$ cat src/rtl/easyaxi_slv.sv
// AXI read-only slave: queues AR requests in order and returns the beat
// address as read data, with per-beat OKAY/SLVERR/DECERR response.
module easyaxi_slv #(
   parameter int unsigned OST_DEPTH   = 4,
   parameter int unsigned ADDR_LIMIT  = 'h100,
   parameter int unsigned AXI_ID_W    = 4,
   parameter int unsigned AXI_ADDR_W  = 32,
   parameter int unsigned AXI_DATA_W  = 32,
   parameter int unsigned AXI_LEN_W   = 8,
   parameter int unsigned AXI_SIZE_W  = 3,
   parameter int unsigned AXI_BURST_W = 2,
   parameter int unsigned AXI_RESP_W  = 2
) (
   input  logic                   clk,
   input  logic                   rst_n,
   input  logic                   axi_slv_arvalid,
   output logic                   axi_slv_arready,
   input  logic [AXI_ID_W-1:0]    axi_slv_arid,
   input  logic [AXI_ADDR_W-1:0]  axi_slv_araddr,
   input  logic [AXI_LEN_W-1:0]   axi_slv_arlen,
   input  logic [AXI_SIZE_W-1:0]  axi_slv_arsize,
   input  logic [AXI_BURST_W-1:0] axi_slv_arburst,
   output logic                   axi_slv_rvalid,
   input  logic                   axi_slv_rready,
   output logic [AXI_ID_W-1:0]    axi_slv_rid,
   output logic [AXI_DATA_W-1:0]  axi_slv_rdata,
   output logic [AXI_RESP_W-1:0]  axi_slv_rresp,
   output logic                   axi_slv_rlast
);

   // state   | meaning
   // S_IDLE  | no burst in progress, waiting for a queued AR
   // S_BURST | returning beats of the loaded AR, rvalid high

   localparam int unsigned PW = $clog2(OST_DEPTH);
   localparam logic [PW:0]            CNT_FULL    = (PW+1)'(OST_DEPTH);
   localparam logic [AXI_ADDR_W-1:0]  LIMIT       = AXI_ADDR_W'(ADDR_LIMIT);
   localparam logic [AXI_BURST_W-1:0] BURST_FIXED = AXI_BURST_W'(0);
   localparam logic [AXI_BURST_W-1:0] BURST_INCR  = AXI_BURST_W'(1);
   localparam logic [AXI_BURST_W-1:0] BURST_WRAP  = AXI_BURST_W'(2);
   localparam logic [AXI_BURST_W-1:0] BURST_RSVD  = AXI_BURST_W'(3);
   localparam logic [AXI_RESP_W-1:0]  RESP_OKAY   = AXI_RESP_W'(0);
   localparam logic [AXI_RESP_W-1:0]  RESP_SLVERR = AXI_RESP_W'(2);
   localparam logic [AXI_RESP_W-1:0]  RESP_DECERR = AXI_RESP_W'(3);

   typedef struct packed {
      logic [AXI_ID_W-1:0]    id;
      logic [AXI_ADDR_W-1:0]  addr;
      logic [AXI_LEN_W-1:0]   len;
      logic [AXI_SIZE_W-1:0]  size;
      logic [AXI_BURST_W-1:0] burst;
   } ar_t;

   typedef enum logic {S_IDLE, S_BURST} state_t;

   state_t                 r_state;
   state_t                 w_state_nxt;
   ar_t                    r_mem [OST_DEPTH];
   logic [PW-1:0]          r_wptr;
   logic [PW-1:0]          r_rptr;
   logic [PW:0]            r_cnt;
   logic                   r_ar_en;
   ar_t                    w_ar_in;
   ar_t                    w_head;
   logic                   w_full;
   logic                   w_empty;
   logic                   w_push;
   logic                   w_pop;
   logic                   w_rhs;
   logic                   w_last;
   logic                   w_head_err;

   logic [AXI_ID_W-1:0]    r_id;
   logic [AXI_ADDR_W-1:0]  r_addr;
   logic [AXI_LEN_W-1:0]   r_len;
   logic [AXI_SIZE_W-1:0]  r_size;
   logic [AXI_BURST_W-1:0] r_burst;
   logic [AXI_LEN_W-1:0]   r_beat;
   logic                   r_err;
   logic [AXI_ADDR_W-1:0]  w_step;
   logic [AXI_ADDR_W-1:0]  w_wlen;
   logic [AXI_ADDR_W-1:0]  w_addr_nxt;
   logic [AXI_RESP_W-1:0]  w_rresp;

   assign w_ar_in = '{id:    axi_slv_arid,
                      addr:  axi_slv_araddr,
                      len:   axi_slv_arlen,
                      size:  axi_slv_arsize,
                      burst: axi_slv_arburst};
   assign w_head  = r_mem[r_rptr];
   assign w_full  = (r_cnt == CNT_FULL);
   assign w_empty = (r_cnt == '0);

   // r_ar_en keeps arready low while in reset even though the FIFO is empty
   assign axi_slv_arready = r_ar_en & ~w_full;
   assign w_push          = axi_slv_arvalid & axi_slv_arready;

   always_ff @(posedge clk or negedge rst_n) begin
      if (!rst_n) begin
         r_ar_en <= 1'b0;
      end else begin
         r_ar_en <= 1'b1;
      end
   end

   always_ff @(posedge clk) begin
      if (w_push) begin
         r_mem[r_wptr] <= w_ar_in;
      end
   end

   always_ff @(posedge clk or negedge rst_n) begin
      if (!rst_n) begin
         r_wptr <= '0;
         r_rptr <= '0;
         r_cnt  <= '0;
      end else begin
         if (w_push) begin
            r_wptr <= r_wptr + PW'(1);
         end
         if (w_pop) begin
            r_rptr <= r_rptr + PW'(1);
         end
         case ({w_push, w_pop})
            2'b10:   r_cnt <= r_cnt + (PW+1)'(1);
            2'b01:   r_cnt <= r_cnt - (PW+1)'(1);
            default: r_cnt <= r_cnt;
         endcase
      end
   end

   assign axi_slv_rvalid = (r_state == S_BURST);
   assign w_last         = (r_beat == r_len);
   assign w_rhs          = axi_slv_rvalid & axi_slv_rready;

   always_ff @(posedge clk or negedge rst_n) begin
      if (!rst_n) begin
         r_state <= S_IDLE;
      end else begin
         r_state <= w_state_nxt;
      end
   end

   always_comb begin
      w_state_nxt = r_state;
      w_pop       = 1'b0;
      case (r_state)
         S_IDLE: begin
            if (!w_empty) begin
               w_pop       = 1'b1;
               w_state_nxt = S_BURST;
            end
         end
         S_BURST: begin
            if (w_rhs && w_last) begin
               if (!w_empty) begin
                  w_pop = 1'b1;
               end else begin
                  w_state_nxt = S_IDLE;
               end
            end
         end
         default: w_state_nxt = S_IDLE;
      endcase
   end

   // WRAP is only legal for 2, 4, 8 or 16 beats
   assign w_head_err = (w_head.burst == BURST_RSVD) ||
                       ((w_head.burst == BURST_WRAP) &&
                        !((w_head.len == AXI_LEN_W'(1)) || (w_head.len == AXI_LEN_W'(3)) ||
                          (w_head.len == AXI_LEN_W'(7)) || (w_head.len == AXI_LEN_W'(15))));

   always_ff @(posedge clk or negedge rst_n) begin
      if (!rst_n) begin
         r_id    <= '0;
         r_addr  <= '0;
         r_len   <= '0;
         r_size  <= '0;
         r_burst <= '0;
         r_beat  <= '0;
         r_err   <= 1'b0;
      end else if (w_pop) begin
         r_id    <= w_head.id;
         r_addr  <= w_head.addr;
         r_len   <= w_head.len;
         r_size  <= w_head.size;
         r_burst <= w_head.burst;
         r_beat  <= '0;
         r_err   <= w_head_err;
      end else if (w_rhs) begin
         r_beat  <= r_beat + AXI_LEN_W'(1);
         r_addr  <= w_addr_nxt;
      end
   end

   always_comb begin
      w_step     = AXI_ADDR_W'(1) << r_size;
      w_wlen     = (AXI_ADDR_W'(r_len) + AXI_ADDR_W'(1)) << r_size;
      w_addr_nxt = r_addr;
      case (r_burst)
         BURST_FIXED: w_addr_nxt = r_addr;
         BURST_WRAP:  w_addr_nxt = (r_addr & ~(w_wlen - AXI_ADDR_W'(1))) |
                                   ((r_addr + w_step) & (w_wlen - AXI_ADDR_W'(1)));
         BURST_INCR:  w_addr_nxt = (r_addr & ~(w_step - AXI_ADDR_W'(1))) + w_step;
         default:     w_addr_nxt = (r_addr & ~(w_step - AXI_ADDR_W'(1))) + w_step;
      endcase
   end

   always_comb begin
      w_rresp = RESP_OKAY;
      if (axi_slv_rvalid) begin
         if (r_err) begin
            w_rresp = RESP_SLVERR;
         end else if (r_addr >= LIMIT) begin
            w_rresp = RESP_DECERR;
         end
      end
   end

   assign axi_slv_rid   = r_id;
   assign axi_slv_rdata = AXI_DATA_W'(r_addr);
   assign axi_slv_rresp = w_rresp;
   assign axi_slv_rlast = axi_slv_rvalid & w_last;

endmodule

$ cat config.mk
export PLATFORM = sky130hd
export DESIGN_NAME = easyaxi_slv
export DESIGN_NICKNAME = d
export VERILOG_FILES = /design/src/rtl/easyaxi_slv.sv
export SDC_FILE = /design/constraint.sdc
export NUM_CORES = 1
export LEC_CHECK = 0
export ABC_AREA = 1
export CAP_MARGIN = 20
export CORE_MARGIN = 2
export CORE_UTILIZATION = 53
export CTS_CLUSTER_DIAMETER = 120
export CTS_CLUSTER_SIZE = 16
export DETAILED_ROUTE_END_ITERATION = 8
export GPL_TIMING_DRIVEN = 0
export HOLD_SLACK_MARGIN = 0.03
export PLACE_DENSITY = 0.76
export SLEW_MARGIN = 5
export SYNTH_ARGS = -nofsm -noshare
export SYNTH_HDL_FRONTEND = slang
export SYNTH_SLANG_ARGS = --single-unit
$ cat constraint.sdc
create_clock -name clk -period 3.5 [get_ports clk]
set_input_delay 0.525 -clock clk [delete_from_list [all_inputs] [get_ports clk]]
set_output_delay 0.525 -clock clk [all_outputs]
set_load 0.005 [all_outputs]
==> flow_metrics.py <==
metrics = {
    "logic_synthesis": {
        "synth_most_common_cell": "nand2_1",
        "synthCells": 1585,
        "synth-seq-cells": 263,
        "async_reset_ff_frac": 0.255,
        "synth_top_cell_area_share": 0.417,
        "synth_top_cell_by_area": "edfxtp_1",
        "yosys-top-cells-area": "edfxtp_1, dfrtp_1, nand2_1, nor2_1, o21ai_0",
        "yosys-top-cells-count": "nand2_1, nor2_1, edfxtp_1",
        "yosys_warnings": 0,
        "synth_fp_nets": 1661,
        "syn-cell-area_um2": 14100,
        "ys.flop_type": "edfxtp_1",
        "yosysUniqueCellTypes": 57,
        "ys_seq_area_frac": 0.535,
        "synth_edf_count": 196,
        "syn_area_per_cell_um2": 8.91,
    },
    "timing": {
        "relSlewSlack": 0.427,
        "fin_skew_ps": 28.5,
        "finalHoldViolCount": 0,
        "setup_viol": 0,
        "timing.final.ws_setup_ps": 201,
        "post-route-period-util": 0.943,
        "worst_pin_slew_ps": 857,
        "drv_slew": 0,
        "min_period_ps": 3300,
        "rsz0062_at_grt": "no",
        "fmaxAchievable_ghz": 0.303,
    },
    "hold_path": {
        "hp-class": "input port to asynchronous set/reset pin",
    },
    "clock_network": {
        "clockBufferDepth": 3,
        "ctsHtreeMaxLevel": 1,
        "clock_sink_count": 263,
        "clk_pin_slew_ps": 90,
        "cts_tree": "done",
        "clk_latency_ps": 520,
        "numCtsBuffers": 20,
        "cts_root_buf": "clkbuf_16",
    },
    "final_layout": {
        "nNetsFinal": 1783,
        "drive_gt1_frac": 0.0855,
        "finalNonFillerCells": 2055,
        "n_fill_cell": 2172,
        "area_growth_pct": 15.0,
        "postLayoutCoreUtil": 0.622,
    },
    "global_route": {
        "gr-usage-met1": 0.381,
        "grt_pass1_wl_um": 61200,
        "grt_busiest_layer": "met2",
        "grtUsageTotal": 0.276,
        "grtUsageMet3": 0.0451,
        "grt_use_met2": 0.446,
        "grt_max_degree": 43,
        "antenna_found_initial": 2,
        "overflow": 0,
        "grt_pass1_vias": 11500,
    },
    "pwr": {
        "power_frac_comb": 0.147,
        "switching_power_w": 0.00188,
        "power_density_nw_per_um2": 436,
        "p_int_w": 0.00521,
        "swShare": 0.265,
        "p_clk_frac": 0.307,
        "vdd_drop_max_uv": 472,
        "pwr-share-seq": 0.546,
        "p_leak_nw": 6.30,
    },
    "routing": {
        "via_count": 12000,
        "avgViaCountPerCell": 5.85,
        "remaining_drc_errors": 2,
        "wirelength_um": 38700,
        "drt_iter0_markers": 1226,
        "firstDrtPassIters": 8,
        "ant_nets": 0,
        "wl_per_cell_um": 18.8,
    },
    "status": {
        "failed_checks": "DRC",
        "outcome": "finished with violations",
    },
    "placement": {
        "place_inst": 2020,
        "dpl.hpwl_um": 28300,
        "dp_slack_ps": -98.2,
        "numPortBuffers": 93,
        "routabilityCongestion": 0.967,
    },
    "worst_setup_path": {
        "path_class": "flip-flop to flip-flop",
        "ff2ff_setup_slack_ps": 200,
        "critPathMaxFanout": 10,
        "cp-start-kind": "flip-flop",
        "reg2reg_depth": 15,
        "r2r_start": "r_size[0]",
        "required_ps": 3920,
        "critPathArrivalTime_ps": 3720,
        "end_kind": "flip-flop",
    },
    "floorplan": {
        "top_level_ports": 94,
        "initial_core_util": 0.541,
        "fp-row-count": 59,
        "die_x_um": 167,
        "core-area_um2": 26100,
        "die_h_um": 167,
        "die-area_um2": 28000,
    },
    "run": {
        "cap_violations": 0,
    },
}
layout by cell type, fill, tap and decap left out, types with 21 or more instances in the layout:
cell type        synthesis  final
clkdlybuf4s50_1          0     92
xor2_1                  37     37
o21ai_0                151    151
o22ai_1                 33     33
edfxtp_1               196    196
inv_1                  121    121
dfrtp_1                 67     67
nand2_2                 31     32
clkbuf_16                0     21
nor2_1                 204    199
nand2_1                336    335
ha_1                    21     21
clkbuf_1                41     52
nand3_1                108    108
a21oi_1                 44     44
cells by family (layout without fill, tap and decap cells):
| logic type | count (synthesis) | count (layout) | share of synthesized area |
|---|---|---|---|
| simple gates | 767 | 767 | 0.244 |
| compound gates | 285 | 285 | 0.114 |
| flops | 263 | 263 | 0.535 |
| buf+inv | 203 | 337 | 0.0589 |
| xor+xnor | 43 | 43 | 0.0267 |
| fa+ha+maj | 23 | 23 | 0.0214 |
| other cells | 1 | 2 | 0.000265 |
power groups by stage:
stage / Clock [W] / Combinational (W) / Sequential (W)
finish: 0.00218 / 0.00104 / 0.00387
global route: 0.00231 / 0.00116 / 0.00389
CTS: 0.00219 / 0.00104 / 0.00386
detailed placement: 0 / 0.00104 / 0.00393
global placement: 0 / 0.000934 / 0.00395
floorplan: 0 / 0.000594 / 0.00390
worst max-delay path: stages, from the launching register on:
cell     delay, ps
dfrtp_1        450
buf_6          180
buf_6          150
nor3_2         290
ha_1           300
inv_1           70
fa_1           410
o21ai_1        240
a21oi_2        140
o22ai_2        350
nand3_1        160
xor2_1         170
nand2_1         60
nand3_1         70
nand2_1        100
nand2_1         60
area by class of cell:
type	count	area, um2	area share
Tap cell	335	419	0.0258
Clock buffer	32	567	0.0349
Sequential cell	263	7560	0.465
Inverter	140	526	0.0323
Antenna cell	1	2.50	0.000154
Clock inverter	2	13.8	0.000847
Multi-Input combinational cell	1119	5770	0.355
Timing Repair Buffer	101	1090	0.0668
Buffer	62	308	0.0189
layer usage:
layer | vias up | part of all wire
li1 | 5634 | -
met3 | 106 | 0.093
met4 | 0 | 0.033
met1 | 5662 | 0.41
met2 | 618 | 0.46
met5 | - | 0
timing repair:
action | 4_1_cts | 5_1_grt
setup buffers | 0 | 0
hold buffers | 1 | 0
endpoints found under the hold margin | 25 | 0
resized for setup | 0 | 4
endpoints found under the setup margin | 1 | 2
metrics by stage:
step	area, um2	total power (W)	hold WS [ps]	TNS, ps
global route	16300	0.00737	517	0
CTS	16200	0.00709	478	0
finish	16300	0.00709	497	0
detailed placement	15700	0.00497	472	-98.2
floorplan	14100	0.00450	229	0
global placement	15500	0.00488	494	-374900
how the worst max path moves through the flow:
| stage | from | end | slack (ps) | cells past startpoint |
|---|---|---|---|---|
| after detailed placement | axi_slv_rready | r_cnt[2] | -100 | 14 |
| after global routing | r_size[0] | flip-flop | 7 | 15 |
| final | r_size[0] | flip-flop | 200 | 15 |
| after CTS | r_len[7] | r_cnt[2] | 180 | 15 |
| after floorplan | r_cnt[0] | r_mem[0][0] | 80 | 4 |
| after global placement | axi_slv_arvalid | r_mem[3][37] | -1760 | 3 |
Power figures use the tool's default switching activity.
